[config.mk]
export PLATFORM = sky130hd
export DESIGN_NAME = writeback_multi
export DESIGN_NICKNAME = d
export VERILOG_FILES = /design/src/rtl/cpu_defs.sv /design/src/rtl/commit_counters.sv /design/src/rtl/writeback_multi.sv
export SDC_FILE = /design/constraint.sdc
export NUM_CORES = 1
export LEC_CHECK = 0
export BUFFER_PORTS_ARGS = -buffer_cell sky130_fd_sc_hd__buf_2
export CELL_PAD_IN_SITES_DETAIL_PLACEMENT = 1
export CELL_PAD_IN_SITES_GLOBAL_PLACEMENT = 2
export CORE_MARGIN = 2
export CORE_UTILIZATION = 30
export DETAILED_ROUTE_END_ITERATION = 8
export PLACE_DENSITY = 0.83
export SLEW_MARGIN = 5
export SYNTH_ARGS = -nofsm -noshare
export SYNTH_HDL_FRONTEND = slang
export SYNTH_SLANG_ARGS = --single-unit
[constraint.sdc]
create_clock -name clk -period 2.76 [get_ports clk]
set_input_delay 0.138 -clock clk [delete_from_list [all_inputs] [get_ports clk]]
set_output_delay 0.138 -clock clk [all_outputs]
set_load 0.03 [all_outputs]
[src/rtl/cpu_defs.sv]
// Shared CPU definitions used by the writeback stage and its neighbours.
//
// Contents:
//   wb_state_e   - writeback FSM states (RUN, HALTED)
//   WB_MAX_LANES - largest supported retire width
//   wb_lane_t    - per-lane retire fields, for upstream stages that build bundles
//   wb_popcount  - number of set bits in a lane mask
package cpu_defs;

    localparam int WB_MAX_LANES = 4;
    localparam int WB_REG_IDX_W = 5;
    localparam int WB_DATA_W    = 32;

    typedef enum logic {
        RUN    = 1'b0,
        HALTED = 1'b1
    } wb_state_e;

    typedef struct packed {
        logic                    valid;
        logic [WB_REG_IDX_W-1:0] rd;
        logic                    is_wr_rd;
        logic                    is_wr_rd_pc_plus4;
        logic [WB_DATA_W-1:0]    pc;
        logic [WB_DATA_W-1:0]    pc_plus4;
        logic [WB_DATA_W-1:0]    ex_mem_out;
        logic                    is_halt;
    } wb_lane_t;

    function automatic int unsigned wb_popcount(input logic [WB_MAX_LANES-1:0] mask);
        int unsigned n;
        n = 0;
        for (int i = 0; i < WB_MAX_LANES; i++) begin
            n = n + 32'(mask[i]);
        end
        return n;
    endfunction

endpackage

[src/rtl/commit_counters.sv]
// 64-bit cycle and retired-instruction counters for the writeback stage.
//
// Ports:
//   clk, rst_n - clock, asynchronous active-low reset
//   en         - stage is running; both counters freeze when low
//   inc        - number of instructions committed this cycle
//   cycle_cnt  - cycles spent running (wraps modulo 2^64)
//   instr_cnt  - committed instructions (wraps modulo 2^64)
module commit_counters
    import cpu_defs::*;
#(
    parameter int LANES = 2
) (
    input  logic                         clk,
    input  logic                         rst_n,
    input  logic                         en,
    input  logic [$clog2(LANES+1)-1:0]   inc,
    output logic [63:0]                  cycle_cnt,
    output logic [63:0]                  instr_cnt
);

    // Both counters advance together only while the stage is running.
    always_ff @(posedge clk or negedge rst_n) begin
        if (!rst_n) begin
            cycle_cnt <= '0;
            instr_cnt <= '0;
        end else if (en) begin
            cycle_cnt <= cycle_cnt + 64'd1;
            instr_cnt <= instr_cnt + 64'(inc);
        end
    end

endmodule

[src/rtl/writeback_multi.sv]
// Multi-lane writeback stage. Registers a bundle of up to LANES in-order
// retiring instructions (lane 0 oldest) and drives one register-file write
// port per lane. Same-destination writes inside a bundle are resolved in
// favour of the youngest lane. A committing halt instruction moves the stage
// to HALTED, latching its code and pc; only reset leaves HALTED.
//
// Build option: define WB_COMMIT_TRACE_EN to add the cmt_* commit trace
// outputs (registered copies of commit/pc/write port, one cycle late).
//
// Ports:
//   clk, rst_n           - clock, asynchronous active-low reset
//   flush                - kill current stage contents
//   next_rdy_in          - downstream ready
//   rdy_in               - stage can accept a bundle
//   in_*                 - per-lane bundle fields from memory2
//   reg_we/idx/data      - per-lane register-file write ports
//   trap, trap_code, trap_pc - halt status and latched halt info
//   cycle_cnt, instr_cnt - running-cycle and committed-instruction counters
//   cmt_*                - commit trace (WB_COMMIT_TRACE_EN only)
module writeback_multi
    import cpu_defs::*;
#(
    parameter int LANES     = 2,
    parameter int REG_IDX_W = 5,
    parameter int DATA_W    = 32
) (
    input  logic                              clk,
    input  logic                              rst_n,
    input  logic                              flush,
    input  logic                              next_rdy_in,
    output logic                              rdy_in,
    input  logic [LANES-1:0]                  in_valid,
    input  logic [LANES-1:0][REG_IDX_W-1:0]   in_rd,
    input  logic [LANES-1:0]                  in_is_wr_rd,
    input  logic [LANES-1:0]                  in_is_wr_rd_pc_plus4,
    input  logic [LANES-1:0][DATA_W-1:0]      in_pc,
    input  logic [LANES-1:0][DATA_W-1:0]      in_pc_plus4,
    input  logic [LANES-1:0][DATA_W-1:0]      in_ex_mem_out,
    input  logic [LANES-1:0]                  in_is_halt,
    output logic [LANES-1:0]                  reg_we,
    output logic [LANES-1:0][REG_IDX_W-1:0]   reg_idx,
    output logic [LANES-1:0][DATA_W-1:0]      reg_data,
    output logic                              trap,
    output logic [7:0]                        trap_code,
    output logic [DATA_W-1:0]                 trap_pc,
    output logic [63:0]                       cycle_cnt,
    output logic [63:0]                       instr_cnt
`ifdef WB_COMMIT_TRACE_EN
    ,
    output logic [LANES-1:0]                  cmt_valid,
    output logic [LANES-1:0][DATA_W-1:0]      cmt_pc,
    output logic [LANES-1:0]                  cmt_wen,
    output logic [LANES-1:0][REG_IDX_W-1:0]   cmt_wdest,
    output logic [LANES-1:0][DATA_W-1:0]      cmt_wdata
`endif
);

    localparam int INC_W = $clog2(LANES + 1);

    wb_state_e                       state;

    logic [LANES-1:0]                valid_r;
    logic [LANES-1:0][REG_IDX_W-1:0] rd_r;
    logic [LANES-1:0]                is_wr_rd_r;
    logic [LANES-1:0]                sel_pc4_r;
    logic [LANES-1:0][DATA_W-1:0]    pc_r;
    logic [LANES-1:0][DATA_W-1:0]    pc_plus4_r;
    logic [LANES-1:0][DATA_W-1:0]    result_r;
    logic [LANES-1:0]                halt_r;

    logic                            stage_flush;
    logic [LANES-1:0]                commit;
    logic [LANES-1:0]                base_we;
    logic                            halt_seen;
    logic                            halt_found;
    logic [7:0]                      halt_code_nxt;
    logic [DATA_W-1:0]               halt_pc_nxt;
    logic [INC_W-1:0]                commit_inc;

    // An empty or flushed stage, a ready consumer, or a halted stage (which
    // only drains) all allow the next bundle in.
    assign stage_flush = flush | ~|valid_r;
    assign rdy_in      = stage_flush | next_rdy_in | (state == HALTED);

    // Input register: whole bundle captured whenever the stage accepts one.
    always_ff @(posedge clk or negedge rst_n) begin
        if (!rst_n) begin
            valid_r    <= '0;
            rd_r       <= '0;
            is_wr_rd_r <= '0;
            sel_pc4_r  <= '0;
            pc_r       <= '0;
            pc_plus4_r <= '0;
            result_r   <= '0;
            halt_r     <= '0;
        end else if (rdy_in) begin
            valid_r    <= in_valid;
            rd_r       <= in_rd;
            is_wr_rd_r <= in_is_wr_rd;
            sel_pc4_r  <= in_is_wr_rd_pc_plus4;
            pc_r       <= in_pc;
            pc_plus4_r <= in_pc_plus4;
            result_r   <= in_ex_mem_out;
            halt_r     <= in_is_halt;
        end
    end

    // A lane commits only if no older lane in the bundle is a halt; the halt
    // lane itself still commits.
    always_comb begin
        commit    = '0;
        halt_seen = 1'b0;
        for (int k = 0; k < LANES; k++) begin
            commit[k] = valid_r[k] & ~flush & next_rdy_in & (state == RUN) & ~halt_seen;
            halt_seen = halt_seen | (valid_r[k] & halt_r[k]);
        end
    end

    // Write ports: drop an older lane's write when a younger committing lane
    // targets the same register, so the regfile sees only the final value.
    always_comb begin
        base_we = '0;
        reg_we  = '0;
        for (int k = 0; k < LANES; k++) begin
            base_we[k]  = commit[k] & is_wr_rd_r[k] & (rd_r[k] != '0);
            reg_idx[k]  = rd_r[k];
            reg_data[k] = sel_pc4_r[k] ? pc_plus4_r[k] : result_r[k];
        end
        reg_we = base_we;
        for (int k = 0; k < LANES; k++) begin
            for (int j = k + 1; j < LANES; j++) begin
                if (base_we[j] && (rd_r[j] == rd_r[k])) begin
                    reg_we[k] = 1'b0;
                end
            end
        end
    end

    // Halt info comes from the oldest committing halt lane.
    always_comb begin
        halt_found    = 1'b0;
        halt_code_nxt = '0;
        halt_pc_nxt   = '0;
        for (int k = 0; k < LANES; k++) begin
            if (commit[k] && halt_r[k] && !halt_found) begin
                halt_found    = 1'b1;
                halt_code_nxt = result_r[k][7:0];
                halt_pc_nxt   = pc_r[k];
            end
        end
    end

    // RUN/HALTED state with registered trap outputs; HALTED is sticky until reset.
    always_ff @(posedge clk or negedge rst_n) begin
        if (!rst_n) begin
            state     <= RUN;
            trap      <= 1'b0;
            trap_code <= '0;
            trap_pc   <= '0;
        end else begin
            case (state)
                RUN: begin
                    if (halt_found) begin
                        state     <= HALTED;
                        trap      <= 1'b1;
                        trap_code <= halt_code_nxt;
                        trap_pc   <= halt_pc_nxt;
                    end
                end
                HALTED: begin
                    state <= HALTED;
                end
                default: begin
                    state <= RUN;
                end
            endcase
        end
    end

    assign commit_inc = INC_W'(wb_popcount(WB_MAX_LANES'(commit)));

    commit_counters #(
        .LANES (LANES)
    ) u_counters (
        .clk       (clk),
        .rst_n     (rst_n),
        .en        (state == RUN),
        .inc       (commit_inc),
        .cycle_cnt (cycle_cnt),
        .instr_cnt (instr_cnt)
    );

`ifdef WB_COMMIT_TRACE_EN
    // Commit trace for difftest: everything the regfile saw, one cycle late.
    always_ff @(posedge clk or negedge rst_n) begin
        if (!rst_n) begin
            cmt_valid <= '0;
            cmt_pc    <= '0;
            cmt_wen   <= '0;
            cmt_wdest <= '0;
            cmt_wdata <= '0;
        end else begin
            cmt_valid <= commit;
            cmt_pc    <= pc_r;
            cmt_wen   <= reg_we;
            cmt_wdest <= reg_idx;
            cmt_wdata <= reg_data;
        end
    end
`endif

endmodule
After elaboration in Yosys (flattened, before gate mapping)
Index checks and enable logic that the tools add are counted.
{"block": "word_totals", "out_inout_bits": 246, "elab_cells": 61, "latch_bits": 0, "rom_bits": 0, "ramBits": 0, "regBits": 380, "memories": 0, "input_bits": 214}
{"block": "classes", "div_mod_pow": 0, "n_lt_le_gt_ge": 0, "n_mul": 0, "reduce_logical": 10, "shift": 0, "n_eq_ne": 1, "n_bitwise": 18, "add_sub_neg": 3, "muxes": 11}
{"op": "two-way mux 32 bit", "count": 4}
{"op": "adder 64 x 1 -> 64 bit (second input constant)", "count": 1}
{"op": "adder 64 x 2 -> 64 bit", "count": 1}
{"op": "two-way mux 8 bit", "count": 2}
{"op": "bitwise AND 1 bit", "count": 12}
{"op": "nonzero test 5 bit", "count": 2}
{"op": "== test 5 bit", "count": 1}
{"op": "logical AND 1 bit", "count": 4}
{"op": "two-way mux 1 bit", "count": 4}
{"op": "NOT 1 bit", "count": 3}
{"op": "bitwise OR 1 bit", "count": 3}
{"op": "adder 1 x 1 -> 2 bit", "count": 1}
{"op": "zero test 1 bit", "count": 2}
{"op": "case mux 1 bit (2 select lines)", "count": 1}
{"op": "AND reduction 2 bit", "count": 1}
{"op": "OR reduction 2 bit", "count": 1}

Longest topological paths before layout
Gate-level depths: netlist of run 1.
{"block": "logic_depth", "depth_word": 11, "ltp_mapped": 11, "depth_no_buf": 10}

Cells and area by module
A second synthesis of run 1 with hierarchy kept.
{"block": "hier_totals", "hier_cells": 1215, "hier_area_um2": 16447.0}
{"module": "writeback_multi", "n_inst": 1, "area_per_inst_um2": 10473.8, "seq_area_each_um2": 6306.0, "cells_per_inst": 678}
{"module": "commit_counters", "n_inst": 1, "area_per_inst_um2": 5973.2, "seq_area_each_um2": 3203.1, "cells_per_inst": 537}

Worst setup path after synthesis of run 1
No wires, ideal clock.
{"block": "synth_path", "kind": "register to register", "start": "register state", "end": "register u_counters.instr_cnt[52]", "period_less_slack_ns": 2.818, "path_buffers": 1, "stages_incl_launch_ff": 12, "t_arrival_ns": 2.737, "t_required_ns": 2.680, "setup_ns": 0.080, "slack_ns": -0.058, "path_cell_list": "dfrtp_1 -> nor3b_1 -> nand3_1 -> fa_1 -> inv_1 -> ha_1 -> and3b_1 -> nand4_2 -> or4_4 -> buf_6 -> nor3_2 -> xor2_1"}
{"block": "synth_via", "elab_chain_len": 5, "word_cells_on_any_way": 6, "cone_classes": "add/sub: 2; bitwise: 4"}
{"element": "start, declared", "line": "writeback_multi.sv:60", "source": "wb_state_e state;"}
{"element": "start signal, assigned", "line": "writeback_multi.sv:156", "source": "state <= RUN;"}
{"element": "start signal, assigned", "line": "writeback_multi.sv:164", "source": "state <= HALTED;"}
{"element": "start signal, assigned", "line": "writeback_multi.sv:171", "source": "state <= HALTED;"}
{"element": "NOT 1 bit (no source line)"}
{"element": "bitwise AND 1 bit (2 in series)", "line": "writeback_multi.sv:114", "source": "commit[k] = valid_r[k] & ~flush & next_rdy_in & (state == RUN) & ~halt_seen;"}
{"element": "adder 1 x 1 -> 2 bit", "line": "cpu_defs.sv:34", "source": "n = n + 32'(mask[i]);"}
{"element": "adder 64 x 2 -> 64 bit", "line": "commit_counters.sv:29", "source": "instr_cnt <= instr_cnt + 64'(inc);"}
{"element": "end signal, assigned", "line": "commit_counters.sv:29"}
{"element": "end, declared", "line": "commit_counters.sv:19", "source": "output logic [63:0] instr_cnt"}
Several ways; a longest one is shown, not always the timed one.
A chain may end at the register's enable or synchronous reset.

Worst setup path in the final report of run 1
{"block": "layout_path", "start": "register state", "end": "register u_counters.instr_cnt[49]"}
The elaborated chain is that of the path after synthesis.

==> results.txt, run 1 <==
The flow ran to the end, but the final reports show violations. The final reports fail on negative setup slack. The fraction of the cycle the final worst path needs came out at 102%. The top fanout value on the critical path is 3, and the met1 routed wirelength after detailed routing is 22900 um.

Port buffering added 459 buffers. The switching power was 4960 uW; the total of max-cap violations was 0. After clock tree synthesis, the clock-pin slew on the worst setup and hold paths is 0.06 ns. The library cell used most frequently in the layout, excluding fill and tap cells, is buf_2. Each instance of the synthesized netlist takes up on average 13.0 um2. For the HPWL after detailed placement, the log shows 36600 um. The smallest clock period supported by the final layout is computed as 2.80 ns. Counting every net in the synthesized netlist gives 1479. The clock network accounts for 38.8% of the total power. For the wire length on met3, the log shows 3140 um. The number of non-filler instances in the completed layout was 2720. Synthesis instantiated 45 different standard cells from the library. The area growth from synthesis to layout is 45.1%. The first routing iteration left 521 violations.

At the pin with the least slew margin, the transition time is 0.821 ns. Global routing consumed, over all layers together, 20.3% of the routing resources. The net count of the finished layout is 2204. In the final layout, the multi-input gates occupy 6700 um2.

The largest clock skew in the final design was 0.0178 ns. The tools report the nature of the critical path startpoint as a register. The final layout contains routed wiring with a total length of 57400 um. During I/O placement, the number of pins put on the boundary was 460. The global placement routability congestion was 0.784; the maximum buffer depth of the clock tree was 3.

The die boundary width was 237 um; the design internal power was 11400 uW. The worst setup path is captured at a register. The tools report the number of endpoints with negative hold slack in the final report as 0. The floorplan step defined a core boundary enclosing 53800 um2. The tools report the remaining max-slew budget at the tightest pin as 45.3%. Across all layers, the routed design uses 13200 vias. In the final layout, flip-flops and latches occupy 9510 um2. In the final layout, the share of cells above drive strength 1 is 45.1%.

The clock drives 380 sinks. After routing, the total negative slack on setup checks comes to -0.0421 ns. The die is 237 um tall. Dividing total power by cell area gives a power density of 689 nW/um2. Wire segments on met2 add up to 29800 um in the final route.

The total overflow left after global routing is 0. The logs give 56400 um2 for the total die area and 89000 um for the global-route wire length before repair. Highest layer used for signal routing: met5. For the worst-skew pair, the clock arrives at the later sink with an insertion delay of 0.57 ns. The wire length per cell is 21.1 um, and the total number of yosys warnings is 0. In the routed layout, each cell is associated on average with a via count of 4.85. The highest clock frequency the design can meet is 357 MHz, and the final setup violation count is 1.

After floorplanning, the core was divided into 85 placement rows. CTS built an H-tree with a depth of 2. The tools report the number of DRC violations after detailed routing as 0. The number of antenna violations at the first check in global routing is 4.

TritonCTS built the clock tree. Filler cell count: 5740. The cell area after technology mapping was 16400 um2. By startpoint and endpoint, the worst setup path is classified as reg -> reg. In this run, synthesis produced a sequential element count of 380. Net switching is 30.3% of the power.

The tools report the max-slew violation total from the final report as 0. The logs give 15100 for the number of global-route vias before repair and 30.4% for the effective utilization at floorplan. For this design the static power due to leakage is 0.0114 uW. The sequential cell area fraction in the yosys report was 58.2%. The post-placement setup slack was -0.137 ns. The worst endpoint data arrival time came out at 3.29 ns.

The class of the tightest hold or removal check is in -> reg. For this run, the detailed router's first-pass iteration total came to 4. Total power for the finished layout comes to 16300 uW. In the layout the commonest cells are 458 x buf_2, 380 x dfrtp_1, 276 x mux2_2. The share of total power dissipated in sequential elements is 40.4%. The relative contribution of combinational cells to total power is 20.7%. Clock tree synthesis inserted a total of 46 buffers. For the largest vdd supply drop, the log shows 0.000456 V. Required time at the worst-slack endpoint: 3.25 ns. Setup repair after global routing could not meet its margin everywhere. The setup slack of the critical path after layout was -0.0421 ns. For the count of mapped cells out of synthesis, the log shows 1262. The count of placed standard cells including taps was 2414.

The tools report the library cell used as clock root buffer as clkbuf_16. Across all register-to-register paths, the minimum setup slack is -0.04 ns. Entering global routing, the biggest net connects 100 pins. Once detail routing completed, the nets flagged for antenna violations numbered 0.
[timing repair]
action                                  4_1_cts  5_1_grt
endpoints found under the setup margin       13       30
resized for setup                            15        9
endpoints found under the hold margin       287        0
pin swaps                                    13        7
cloned                                        1        0
hold buffers                                211        0
buffers inserted                              5        4
[layer usage]
metal	global-route usage, %	up-vias
met4	6.78	2
met2	36.5	421
met1	23.9	6758
met3	4.40	94
li1	-	5917
met5	0	-
[layout make-up]
cell class                 instances  area share [%]
sequential                       380            40.1
multi-input combinational        808            28.2
timing repair buffer             730            21.0
clock buffer                      67            5.75
tap                              696            3.67
clock inverter                    15           0.881
inverter                          21           0.332
antenna                            3          0.0316
[logic make-up (layout without fill, tap and decap cells)]
group | count (synthesis) | in the layout | share of synthesized area (%)
buffers and inverters | 75 | 833 | 1.81
muxes | 276 | 276 | 19.0
AOI/OAI and AO/OA | 45 | 45 | 2.00
DFF | 380 | 380 | 58.2
adders and majority gates | 3 | 3 | 0.275
and+or+nand+nor | 353 | 354 | 11.8
xor gates and xnor gates | 130 | 130 | 6.96
other | 0 | 3 | 0
[metrics by stage]
step | hold WS [ns] | area, um2 | util [%]
global route | 0.161 | 23700 | 44.1
floorplan | -0.158 | 16400 | -
global placement | 0.235 | 19800 | 36.9
detailed placement | 0.245 | 19800 | 36.9
finish | 0.169 | 23700 | 44.1
CTS | 0.130 | 23600 | 43.9
[critical path: stages, from the launching register on]
cell and delay, ns:
dfrtp_1 0.41, nor3b_4 0.29, nand3_2 0.13, fa_2 0.36
and4bb_2 0.33, nand4_1 0.20, or4_4 0.58, nor3_1 0.25
xor2_1 0.18
[sequential cells by signal, indices dropped and copies added, names as in the netlist, 8 cells and up]
register / cells
pc_plus4_r: 64
result_r: 64
u_counters.cycle_cnt: 64
u_counters.instr_cnt: 64
reg_idx: 10
pc_r: 64
trap_pc: 32
trap_code: 8
[path summary, 6_finish.rpt]
check | startpoint | endpoint | cells after the start
max | state$_DFF_PN0_ | u_counters.instr_cnt[49]$_DFFE_PN0N_ | 8
min | flush | u_counters.instr_cnt[0]$_DFFE_PN0N_ | 5
max reg2reg | state$_DFF_PN0_ | u_counters.instr_cnt[49]$_DFFE_PN0N_ | 8
min reg2reg | trap_pc[14]$_DFFE_PN0P_ | trap_pc[14]$_DFFE_PN0P_ | 2
max in group asynchronous | rst_n | result_r[59]$_DFFE_PN0P_ | 3
min in group asynchronous | rst_n | pc_r[11]$_DFFE_PN0P_ | 2
[power by group through the flow]
stage,logic [uW],registers (uW),clock network [uW]
final,3380,6610,6350
after global placement,3010,6620,0
after global routing,3600,6680,6730
after detailed placement,3070,6660,0
after CTS,3340,6570,6480
after floorplan,1280,7190,0
[synthesized netlist by cell type (all sizes together)]
library cell  instances  share of area, %
nand2b                3              0.11
a22oi                40               1.8
nor4                 28               1.5
and2                  3              0.11
nor3b                 3              0.14
and3b                 1             0.054
clkbuf               49               1.1
or2                   2             0.077
fa                    1              0.12
nand2               127               2.9
mux2                276                19
nand3b                2             0.092
inv                  21              0.48
nor2                 33              0.76
xor2                 54               2.9
buf                   5              0.20
and4                 11              0.60
a211oi                1             0.046
or4                   4              0.21
and4bb                1             0.077
nor3                 28               1.0
xnor2                76               4.1
o21ai                 4              0.12
nand4b                1             0.054
and4b                 1             0.061
and3                 17              0.66
ha                    2              0.15
nor4b                 1             0.092
nand4                40               1.7
dfrtp               380                58
nand3                44               1.4
or3                   3              0.11
Power figures use the tool's default switching activity.
==> run 2, diff against run 1 <==
--- a/config.mk
+++ b/config.mk
@@ -11,7 +11,7 @@
 export CORE_MARGIN = 2
 export CORE_UTILIZATION = 30
 export DETAILED_ROUTE_END_ITERATION = 8
-export PLACE_DENSITY = 0.83
+export PLACE_DENSITY_LB_ADDON = 0.3
 export SLEW_MARGIN = 5
 export SYNTH_ARGS = -nofsm -noshare
 export SYNTH_HDL_FRONTEND = slang
==> run 2 against run 1 <==
The flow now finishes without violations. Worst hold slack got worse by 0.0011 ns. Core utilization fell by 0.32 points. Sequential cell count did not move. Total power fell by 3.7%. Sequential share of layout area rose by 0.29 points. Clock power fell by 7.6%. Maximum frequency rose by 2.7%. Register-to-register slack improved by 0.07 ns. Wire length fell by 8.0%. First-iteration DRC count fell by 8.4%. Final area fell by 0.72%. Critical endpoint is now u_counters.instr_cnt[42]$_DFFE_PN0N_. Cell count barely moved.
==> results.txt, run 2 (synthesis results as in run 1) <==
The run finished with clean final reports. Number of DRC violations after detailed routing: 0. Detailed placement ended at an HPWL of 36100 um. In the finished design, the share of the clock period the worst path needs comes to 98.9%.

The max-slew violation total from the final report was 0; the fraction of power consumed by sequential logic was 41.7%. For this run, the top clock speed supported by timing is 366 MHz. The design internal power is 11000 uW, and the clock network latency to the later pin of the worst-skew pair is 0.57 ns.

In the final routed layout, each cell accounts on average for 19.4 um. In the layout the commonest cells are 458 x buf_2, 380 x dfrtp_1, 276 x mux2_2. The nature of the critical path startpoint is a register. Before CTS, the worst setup slack after placement is -0.0205 ns.

The final cell area excluding filler cells is 23600 um2, and the actual transition at the worst max-transition pin is 0.775 ns. The worst path needs 2.73 ns of the cycle, external delays included. The global placement routability congestion is 0.795, and the power density over the cells is 668 nW/um2. The area growth from synthesis to layout is 44.0%. Combinational logic is responsible for 21.0% of the overall power. In the final timing run, aggregate negative setup slack is 0 ns.

The most common library cell in the layout ignoring fill and taps was buf_2. Final hold analysis gives a worst-case slack of 0.167 ns. Die boundary width: 237 um. For this block, the via count after detailed routing is 12700.

The logs give 85 for the number of core rows and 3 for the maximum buffer depth of the clock tree. The logs give 0.0113 uW for the leakage power total and 19900 um2 for the instance area at placement. The tools report the endpoint class of the critical path as a register. The net switching share of the total power works out to 30.3%.

The post-detailed-routing wire length is 52800 um, and the global-route usage over all layers is 18.7%. The tools report the proportion of power drawn by the clock network as 37.3%. Setup repair after global routing could not meet its margin everywhere. The count of nets left with antenna violations once routing finished came out at 0. The filler cells instantiated in the layout total 5853.

The run gives 4 as the length of the first detailed-routing pass in iterations. The remaining max-slew budget at the tightest pin was 48.3%. Entering global routing, the biggest net connects 90 pins. For the number of nets in the layout, the log shows 2198. For this design the top-level I/O count stands at 460. The tree is rooted in a clkbuf_16.

The largest clock skew in the final design was 0.0151 ns; the share of final-layout standard cells stronger than drive strength 1 was 44.4%. Data arrives at the worst endpoint at 3.21 ns. The number of global-route vias before repair came out at 14400.

The top fanout value on the critical path works out to 5. The tools report the number of endpoints with negative hold slack in the final report as 0. TritonCTS built the clock tree. The tightest min-delay check is of the in -> reg type. The required time at the worst-slack endpoint was 3.24 ns. The detailed-route vias per instance was 4.69. Setup slack of the critical path after layout: 0.0303 ns. By startpoint and endpoint, the worst setup path is classified as reg -> reg. The overall die height is 237 um, and the remaining global-route overflow is 0.

The initial utilization of the core area, before any placement, comes to 30.4%. The logs give 83000 um for the global-route wire length before repair and 0.000437 V for the largest vdd supply drop. The analysis attributes to net switching a power of 4770 uW.

The tools report the number of antenna violations at the first check in global routing as 8. Across the run, the number of max-cap violations was 0. Counting the buffers created by CTS gives 45. The count of clock tree sinks was 380.

The number of port buffers came out at 459. In this run the number of H-tree levels came out at 2. The core region is 53800 um2.

After clock tree synthesis, the clock-pin slew on the worst setup and hold paths is 0.06 ns. After the first detailed-routing iteration, the DRC count stood at 477. Setup violations remaining at the end of the flow were counted as 0.

Total power for the finished layout comes to 15700 uW. The floorplan step defined a die boundary enclosing 56400 um2.
==> run 2: cell types whose count changed in the layout (fill, tap and decap cells not counted), sizes merged <==
cell / change
buf: -5
bufinv: -4
clkbuf: +7
clkinv: -3
clkinvlp: -1
diode: +3
inv: +1
==> run 2: per-layer routing <==
metal  vias to the layer above  global-route usage [%]  wire [um]
li1                       5912                       -          -
met1                      6380                    23.0      22100
met2                       341                    31.7      25800
met3                        97                    4.91       3300
met4                         4                    6.50       1620
met5                         -                       0         27
==> run 2: final timing paths <==
path	start	slack (ns)	to	cells after the start
max	state$_DFF_PN0_	0.03	u_counters.instr_cnt[42]$_DFFE_PN0N_	10
min	next_rdy_in	0.17	halt_r[0]$_DFFE_PN0P_	4
max reg2reg	state$_DFF_PN0_	0.03	u_counters.instr_cnt[42]$_DFFE_PN0N_	10
min reg2reg	trap_pc[22]$_DFFE_PN0P_	0.47	trap_pc[22]$_DFFE_PN0P_	2
max in group asynchronous	rst_n	1.76	u_counters.cycle_cnt[12]$_DFFE_PN0N_	3
min in group asynchronous	rst_n	0.19	u_counters.cycle_cnt[39]$_DFFE_PN0N_	2
==> run 2: cell type report <==
cell class,count,area [um2],area share [%]
flip-flops and latches,380,9510,40.4
clock buffers,74,1380,5.85
well taps,696,871,3.70
diodes,6,15.0,0.0637
repair buffers,725,4980,21.2
inverters,21,78.8,0.335
clock inverters,8,71.3,0.303
multi-input cells,808,6650,28.2
==> run 2: power groups by stage <==
stage | Clock (uW) | Sequential, uW | Combinational (uW)
5_1_grt | 6310 | 6640 | 3550
3_5_place_dp | 0 | 6650 | 3080
6_report | 5870 | 6560 | 3310
4_1_cts | 6060 | 6550 | 3330
3_3_place_gp | 0 | 6610 | 3030
2_1_floorplan | 0 | 7190 | 1280
==> run 2: critical path: stages, from the launching register on <==
cell     delay [ns]
dfrtp_1        0.39
nor3b_2        0.22
nand3_1        0.16
fa_2           0.38
inv_2          0.08
ha_4           0.12
and3b_2        0.21
nand4_4        0.13
or4_4          0.64
nor3_4         0.19
xnor2_1        0.13
==> run 2: repair_timing <==
action	in CTS	in global routing
setup endpoints to repair	7	12
pin swaps	0	8
setup buffers	0	1
cloned	0	1
hold endpoints to repair	286	0
hold buffers	211	0
resized for setup	1	14
==> run 2: through the flow <==
| stage | util [%] | instances |
|---|---|---|
| after global placement | 37.0 | 2417 |
| after CTS | 43.6 | 2710 |
| after detailed placement | 37.0 | 2417 |
| after global routing | 43.8 | 2718 |
| after floorplan | - | 1262 |
| final | 43.8 | 2718 |
